**config.mk**
```make
export PLATFORM = sky130hd
export DESIGN_NAME = score_recorder
export DESIGN_NICKNAME = d
export VERILOG_FILES = /design/src/rtl/score_pkg.sv /design/src/rtl/score_recorder_bin2bcd_seq.sv /design/src/rtl/score_recorder.sv
export SDC_FILE = /design/constraint.sdc
export NUM_CORES = 1
export LEC_CHECK = 0
export ABC_AREA = 1
export CORE_MARGIN = 3
export CORE_UTILIZATION = 60
export CTS_CLUSTER_DIAMETER = 200
export DETAILED_ROUTE_END_ITERATION = 10
export DONT_BUFFER_PORTS = 1
export PLACE_DENSITY_LB_ADDON = 0.25
export SLEW_MARGIN = 20
export SYNTH_ARGS = -nofsm -noshare
export SYNTH_HDL_FRONTEND = slang
export SYNTH_SLANG_ARGS = --single-unit
```
**constraint.sdc**
```tcl
create_clock -name clk -period 11.8 [get_ports clk]
set_input_delay 3.54 -clock clk [delete_from_list [all_inputs] [get_ports clk]]
set_output_delay 3.54 -clock clk [all_outputs]
set_load 0.02 [all_outputs]
```
**src/rtl/score_pkg.sv**
```systemverilog
// Shared types and helpers for the score recorder and its BCD converter.
package score_pkg;

    localparam int BCD_W       = 12;
    localparam int CONV_CYCLES = 8;

    typedef enum logic [1:0] {
        IDLE      = 2'd0,
        CONV_LAST = 2'd1,
        CONV_BEST = 2'd2,
        PRESENT   = 2'd3
    } state_e;

    // One double-dabble iteration on {bcd[11:0], bin[7:0]}: add 3 to digits >= 5, then shift left.
    function automatic logic [19:0] dd_step(input logic [19:0] sr);
        logic [19:0] t;
        t = sr;
        for (int d = 0; d < 3; d++) begin
            if (t[8 + 4*d +: 4] >= 4'd5) begin
                t[8 + 4*d +: 4] = t[8 + 4*d +: 4] + 4'd3;
            end
        end
        return {t[18:0], 1'b0};
    endfunction

endpackage

```
**src/rtl/score_recorder_bin2bcd_seq.sv**
```systemverilog
// Sequential 8-bit binary to 3-digit BCD converter, one double-dabble bit per cycle.
module bin2bcd_seq
    import score_pkg::*;
(
    input  logic             clk,
    input  logic             rst,
    input  logic             start,
    input  logic [7:0]       bin,
    output logic             done,
    output logic [BCD_W-1:0] bcd
);

    logic [19:0]      sr_q, sr_d;
    logic [2:0]       cnt_q, cnt_d;
    logic             busy_q, busy_d;
    logic             done_q, done_d;
    logic [BCD_W-1:0] bcd_q, bcd_d;

    // The first iteration is folded into the load so done lands exactly 8 cycles after start.
    always_comb begin
        sr_d   = sr_q;
        cnt_d  = cnt_q;
        busy_d = busy_q;
        done_d = 1'b0;
        bcd_d  = bcd_q;
        if (!busy_q) begin
            if (start) begin
                sr_d   = dd_step({12'd0, bin});
                cnt_d  = 3'd1;
                busy_d = 1'b1;
            end
        end else begin
            sr_d  = dd_step(sr_q);
            cnt_d = cnt_q + 3'd1;
            if (cnt_q == 3'(CONV_CYCLES - 1)) begin
                busy_d = 1'b0;
                done_d = 1'b1;
                bcd_d  = sr_d[19:8];
            end
        end
    end

    always_ff @(posedge clk or posedge rst) begin
        if (rst) begin
            sr_q   <= '0;
            cnt_q  <= '0;
            busy_q <= 1'b0;
            done_q <= 1'b0;
            bcd_q  <= '0;
        end else begin
            sr_q   <= sr_d;
            cnt_q  <= cnt_d;
            busy_q <= busy_d;
            done_q <= done_d;
            bcd_q  <= bcd_d;
        end
    end

    assign done = done_q;
    assign bcd  = bcd_q;

endmodule

```
**src/rtl/score_recorder.sv**
```systemverilog
// Captures the final score at each end of game, tracks the best score, converts both to BCD
// and presents them as one record over a valid/ready handshake.
module score_recorder
    import score_pkg::*;
#(
    parameter int SCORE_W = 8,
    parameter int CNT_W   = 8
) (
    input  logic               clk,
    input  logic               rst,
    input  logic [SCORE_W-1:0] score,
    input  logic               game_end,
    input  logic               clear_best,
    input  logic               out_ready,
    output logic               out_valid,
    output logic [BCD_W-1:0]   last_bcd,
    output logic [BCD_W-1:0]   best_bcd,
    output logic               new_record,
    output logic [CNT_W-1:0]   games_played,
    output logic               busy
);

    state_e             state_q, state_d;
    logic               prev_end_q, prev_vld_q;
    logic [SCORE_W-1:0] cap_q, cap_d;
    logic [SCORE_W-1:0] best_q, best_d;
    logic               pend_q, pend_d;
    logic [SCORE_W-1:0] pend_score_q, pend_score_d;
    logic               new_record_q, new_record_d;
    logic [BCD_W-1:0]   last_bcd_q, last_bcd_d;
    logic [BCD_W-1:0]   best_bcd_q, best_bcd_d;
    logic [CNT_W-1:0]   gp_q, gp_d;
    logic               start_q, start_d;

    logic               end_edge;
    logic               do_cap, use_clear;
    logic [SCORE_W-1:0] cap_val;
    logic [SCORE_W-1:0] conv_bin;
    logic               conv_done;
    logic [BCD_W-1:0]   conv_bcd;

    // prev_vld_q masks the first cycle after reset so a level already high is not seen as an edge.
    assign end_edge = game_end & ~prev_end_q & prev_vld_q;
    assign conv_bin = (state_q == CONV_LAST) ? cap_q : best_q;

    bin2bcd_seq u_conv (
        .clk   (clk),
        .rst   (rst),
        .start (start_q),
        .bin   (conv_bin),
        .done  (conv_done),
        .bcd   (conv_bcd)
    );

    always_comb begin
        state_d      = state_q;
        cap_d        = cap_q;
        best_d       = best_q;
        pend_d       = pend_q;
        pend_score_d = pend_score_q;
        new_record_d = new_record_q;
        last_bcd_d   = last_bcd_q;
        best_bcd_d   = best_bcd_q;
        gp_d         = gp_q;
        start_d      = 1'b0;
        do_cap       = 1'b0;
        use_clear    = 1'b0;
        cap_val      = score;

        case (state_q)
            IDLE: begin
                if (end_edge) begin
                    do_cap    = 1'b1;
                    use_clear = clear_best;
                end else if (clear_best) begin
                    best_d = '0;
                end
            end
            CONV_LAST: begin
                if (conv_done) begin
                    last_bcd_d = conv_bcd;
                    state_d    = CONV_BEST;
                    start_d    = 1'b1;
                end
            end
            CONV_BEST: begin
                if (conv_done) begin
                    best_bcd_d = conv_bcd;
                    state_d    = PRESENT;
                end
            end
            PRESENT: begin
                if (out_ready) begin
                    if (pend_q) begin
                        do_cap  = 1'b1;
                        cap_val = pend_score_q;
                        pend_d  = 1'b0;
                    end else begin
                        state_d = IDLE;
                    end
                end
            end
            default: state_d = IDLE;
        endcase

        // A fresh edge outside IDLE wins over a pending score consumed in the same cycle.
        if (end_edge && (state_q != IDLE)) begin
            pend_d       = 1'b1;
            pend_score_d = score;
        end

        if (do_cap) begin
            cap_d   = cap_val;
            state_d = CONV_LAST;
            start_d = 1'b1;
            if (use_clear) begin
                best_d       = cap_val;
                new_record_d = (cap_val != '0);
            end else begin
                new_record_d = (cap_val > best_q);
                if (cap_val > best_q) begin
                    best_d = cap_val;
                end
            end
            if (gp_q != '1) begin
                gp_d = gp_q + 1'b1;
            end
        end
    end

    always_ff @(posedge clk or posedge rst) begin
        if (rst) begin
            state_q      <= IDLE;
            prev_end_q   <= 1'b0;
            prev_vld_q   <= 1'b0;
            cap_q        <= '0;
            best_q       <= '0;
            pend_q       <= 1'b0;
            pend_score_q <= '0;
            new_record_q <= 1'b0;
            last_bcd_q   <= '0;
            best_bcd_q   <= '0;
            gp_q         <= '0;
            start_q      <= 1'b0;
        end else begin
            state_q      <= state_d;
            prev_end_q   <= game_end;
            prev_vld_q   <= 1'b1;
            cap_q        <= cap_d;
            best_q       <= best_d;
            pend_q       <= pend_d;
            pend_score_q <= pend_score_d;
            new_record_q <= new_record_d;
            last_bcd_q   <= last_bcd_d;
            best_bcd_q   <= best_bcd_d;
            gp_q         <= gp_d;
            start_q      <= start_d;
        end
    end

    assign out_valid    = (state_q == PRESENT);
    assign busy         = (state_q != IDLE);
    assign last_bcd     = last_bcd_q;
    assign best_bcd     = best_bcd_q;
    assign new_record   = new_record_q;
    assign games_played = gp_q;

endmodule
```
After elaboration in Yosys (flattened, before gate mapping)
Cells that the tools add are included.
- register bits after elaboration: 100
- input port bits: 13
- output and inout bits: 35
- logic and storage cells: 93
- add/subtract/negate cells: 5
- magnitude comparators: 4
- equal/unequal tests: 9
- multiplexer cells: 41
- bitwise logic cells: 3
- reduce and logical (&&, ||, !) cells: 14
- operators with widths (cell ; count):
    $mux 8 ; 10
    $mux 20 ; 2
    $mux 1 ; 17
    $ge 4x3->1 const B ; 3
    $ne 3x2->1 const B ; 4
    $mux 2 ; 5
    $reduce_and 2->1 ; 5
    $mux 3 ; 3
    $add 4x2->4 const B ; 2
    $add 8x1->8 const B ; 1
    $gt 8x8->1 ; 1
    $mux 4 ; 2
    $ne 8x8->1 const B ; 1
    $reduce_bool 2->1 ; 4
    $reduce_bool 8->1 ; 1
    $pmux 2 s3 ; 1
    $reduce_and 5->1 ; 1
    $eq 2x2->1 const B ; 2
    $reduce_bool 4->1 ; 1
    $add 3x1->3 const B ; 1
    $add 3x2->3 const B ; 1
    $eq 3x3->1 const B ; 1
    $and 1x1->1 ; 2
    $eq 2x1->1 const B ; 1
    other kinds (4) ; 4

Depth between registers and ports, before layout
- word-level depth: 8
- mapped depth: 18

Cells and area by module
Synthesis repeated with hierarchy kept, for this count alone.
- cell total of the unflattened synthesis: 578
- area total of the unflattened synthesis: 4878.4 um^2
- modules (own cells, without submodules) (module ; times used ; cells each ; area an instance (um^2) ; seq. area each (um^2)):
    score_recorder ; 1 ; 382 ; 3116.7 ; 1576.5
    bin2bcd_seq ; 1 ; 196 ; 1761.7 ; 900.9

Worst setup path after synthesis
No wires, ideal clock.
- path kind: in2reg
- start: in out_ready
- end: reg best_q[0]
- setup time: 0.117 ns
- data arrival time: 4.972 ns
- data required time: 11.683 ns
- setup slack: 6.711 ns
- stages: 15
- path buffers: 1
- cells stage by stage: nand3_2 > buf_6 > nand2_1 > o21ai_0 > inv_1 > ha_1 > nand2_1 > nor2_1 > nand2_1 > nand2_1 > nand2_1 > nand2_2 > nand2_2 > nand2_1 > nand2_1
- longest elaborated chain between the ends: 6
- elaborated cells between the ends (all ways): 8
- classes of those cells: order compare (1); mux (7)
- ends and longest elaborated chain (item ; RTL line ; text):
    start: declaration ; score_recorder.sv:14 ; input logic out_ready,
    $mux 8 ; score_recorder.sv:93 ; if (out_ready) begin
    $mux 8 ; score_recorder.sv:70 ; case (state_q)
    via cap_val[7] ; score_recorder.sv:37 ; logic [SCORE_W-1:0] cap_val;
    $gt 8x8->1 ; score_recorder.sv:121 ; if (cap_val > best_q) begin
    $mux 8 ; score_recorder.sv:121 ;
    $mux 8 ; score_recorder.sv:116 ; if (use_clear) begin
    $mux 8 ; score_recorder.sv:112 ; if (do_cap) begin
    via best_d[0] ; score_recorder.sv:26 ; logic [SCORE_W-1:0] best_q, best_d;
    end signal: assignment ; score_recorder.sv:150 ; best_q <= best_d;
    end: declaration ; score_recorder.sv:26 ;
The timed path passes the listed nets, and every way through them passes these cells.
A chain may end at the register's enable or synchronous reset.

Final worst setup path
- start: in out_ready
- end: reg best_q[7]
The elaborated chain is that of the path after synthesis.

==> metrics.md <==
| Metric | Value |
|---|---|
| Post-Synthesis Cell Area | 4710 µm² |
| Status | completed |
| Yosys cell types | 37 |
| Reg2reg start | state_q[0]$_DFFE_PP0P_ |
| Vias/cell | 5.37 |
| Initial core utilization | 0.633 |
| Pwr dens | 239 nW/µm² |
| Count leader, synth | nand2_1 |
| Critical-path maximum fanout | 15 |
| Most frequent cell on the critical path | nand2_1 |
| Relative slew slack | 0.507 |
| Via count | 3467 |
| Clk_skew | 0.0158 ns |
| Fillers | 571 |
| Leading cell types by count after synthesis | nand2_1 (145), dfrtp_1 (99), o21ai_0 (79) |
| Area of the core | 7450 µm² |
| GP Congestion | 0.813 |
| Area Growth Syn to Fin | 5.52% |
| Setup Buffers After CTS | 0 |
| Port Buf Inserts | 0 |
| Synth async-reset ratio | 1.00 |
| EDFF count, synth | 0 |
| Hold Slack | 0.496 ns |
| Slew at the pin closest to its max-slew limit | 0.740 ns |
| DR pass1 iterations | 5 |
| First-pass GRT wire length | 15.6 mm |
| Routed Antenna Nets | 0 |
| Worst Hold Class | flip-flop to flip-flop |
| Critical Path RT | 12.06 ns |
| Site Rows | 31 |
| Max cap viols | 0 |
| Final Cycle Share | 0.439 |
| Cts hold-fix bufs | 0 |
| Static leakage | 0.00251 µW |
| GR Overflow Total | 0 |
| CP max-delay cell | o21ai_0 |
| Share of the synthesized area in the top cell type | 0.525 |
| FF-to-FF setup slack | 8.82 ns |
| Setup violators final | 0 |
| Fin crit period | 5.18 ns |
| Final Instance Area | 4970 µm² |
| Worst Hold Launch | u_conv.bcd[1]$_DFFE_PP0P_ |
| Hpwl dp | 6.42 mm |
| DR WL/cell | 13.8 µm |
| Sequential cell area fraction in the yosys report | 0.525 |
| Worst Setup Path Type | primary input to flip-flop |
| GRT Total Usage | 0.220 |
| Layout Nets | 578 |
| Mapped Nets | 581 |
| DIE AREA | 8960 µm² |
| Worst-path cell chain | nand3_2 > o21ai_0 > inv_1 > ha_1 > nand2_1 > inv_1 > nand2_1 > nand2_1 > nand2_1 > nand2_1 > nand2_1 > nand2_2 > nand2_2 > nand2_1 > nand2_1 |
| Die width | 94.6 µm |
| Final Max Tran Viols | 0 |
| Worst setup EP type | flip-flop |
| H-Tree Depth | 3 |
| #FFs+latches synth | 99 |
| Final wirelength | 8.89 mm |
| Longest Clk Path Bufs | 2 |
| Die height | 94.6 µm |
| Main area contributors after synthesis | dfrtp_1 (53%), nand2_1 (12%), o21ai_0 (8.4%) |
| Slowest stage delay, CP | 0.39 ns |
| Pin count of the biggest net entering global routing | 87 |
| Drt drc | 0 |
| Yosys warnings | 0 |
| Crit path DAT | 5.43 ns |
| CTS sink cnt | 99 |
| Post-DP Area | 4770 µm² |
| Setup TNS | 0 ns |
| FMAX | 193 MHz |
| Clock Latency Late Sink | 0.36 ns |
| TritonCTS clock tree | done |
| Fin. Hold Viols | 0 |
| Layout cell share with drive strength beyond 1 | 0.0695 |
| Initial antenna violation count | 0 |
| Mapped Cells | 545 |
| Ports | 48 |
| CP startpoint kind | primary input |
| Worst-path clk slew | 0.10 ns |
| DR iter-0 viols | 302 |
| Crit path launch | out_ready |
| CTS Root Cell | clkbuf_8 |
| Ant diodes | 0 |
| Syn_area_per_cell | 8.65 µm² |
| Largest area contributor in the netlist | dfrtp_1 |
| Resized Gates After CTS | 0 |
| CTS buffer count | 9 |
| Number of global-route vias before repair | 3440 |
| Most used DFF post-synth | dfrtp_1 |
| Worst vdd ir | 137 µV |
| RSZ-0062 raised after global routing | false |
## through the flow
stage	utilization	total power (µW)	std cells	worst slack [ns]
5_1_grt	0.668	1300	646	6.38
3_3_place_gp	0.640	953	630	6.36
2_1_floorplan	-	880	545	5.67
4_1_cts	0.668	1200	646	6.66
3_5_place_dp	0.640	977	630	6.28
6_report	0.668	1190	646	6.62
## final timing paths
check | to | depth (start not counted)
min in group asynchronous | games_played[5]$_DFFE_PP0P_ | 1
min | u_conv.bcd[1]$_DFFE_PP0P_ | 2
min reg2reg | u_conv.bcd[1]$_DFFE_PP0P_ | 2
max | best_q[7]$_DFF_PP0_ | 15
max in group asynchronous | u_conv.cnt_q[0]$_DFFE_PP0P_ | 2
max reg2reg | best_q[7]$_DFF_PP0_ | 16
## cell usage in the layout, fill, tap and decap left out, types with 3 or more instances in the layout
cell type and instances:
o221ai_1 3, ha_1 23, nand2_1 145, o22ai_1 11, nand3_1 14, clkbuf_8 9
inv_6 3, dfrtp_1 99, xnor2_1 3, inv_1 73, nand2_2 5, o21ai_0 79
o21ai_1 3, a22oi_1 4, xor2_1 4, nor2_1 32, a21oi_1 4, o21ai_2 3
## per-layer routing
metal	track usage	part of all wire	routed length, µm	vias to the layer above
met3	0.0574	0.045	403	6
met5	0	0	0	-
met2	0.372	0.50	4490	78
met1	0.273	0.44	3930	1646
li1	-	-	-	1737
met4	0.0745	0.0079	70	0
## area by class of cell
class                   instances  area, µm²  share of cell area
clock buffers                   9        124              0.0249
inverters                      77        295              0.0594
multi-input cells             354       1860               0.374
repair buffers                  1       11.3             0.00226
well taps                      99        124              0.0249
flip-flops and latches         99       2480               0.498
clock inverters                 7       81.3              0.0163
## flip-flops by register name, indices dropped and copies added, names as in the netlist
name           cells
best_bcd          12
prev_end_q         1
new_record         1
start_q            1
prev_vld_q         1
u_conv.sr_q       19
u_conv.busy_q      1
u_conv.done        1
best_q             8
pend_score_q       8
pend_q             1
games_played       8
state_q            2
last_bcd          12
u_conv.cnt_q       3
cap_q              8
u_conv.bcd        12
## cell families (layout without fill, tap and decap cells)
family,count (synthesis),in the layout,synth area share
other cells,1,1,0.000795
compound gates,114,114,0.136
fa+ha+maj,23,23,0.0610
simple gates,209,209,0.184
xor+xnor,7,7,0.0130
flops,99,99,0.525
buf+inv,92,94,0.0796
## critical path, delay by kind of cell
kind | cells | cell delay (ns)
AO/OA/AOI/OAI | 1 | 0.39
AND/OR/NAND/NOR | 11 | 1.00
buffers and inverters | 2 | 0.18
adder cells (fa/ha/maj) | 1 | 0.31
## power breakdown
part | internal (µW) | total (µW) | switching (µW)
Clock | 101 | 221 | 120
Sequential | 461 | 588 | 128
Combinational | 137 | 382 | 245
No activity file was read; power rests on OpenSTA's default activity.
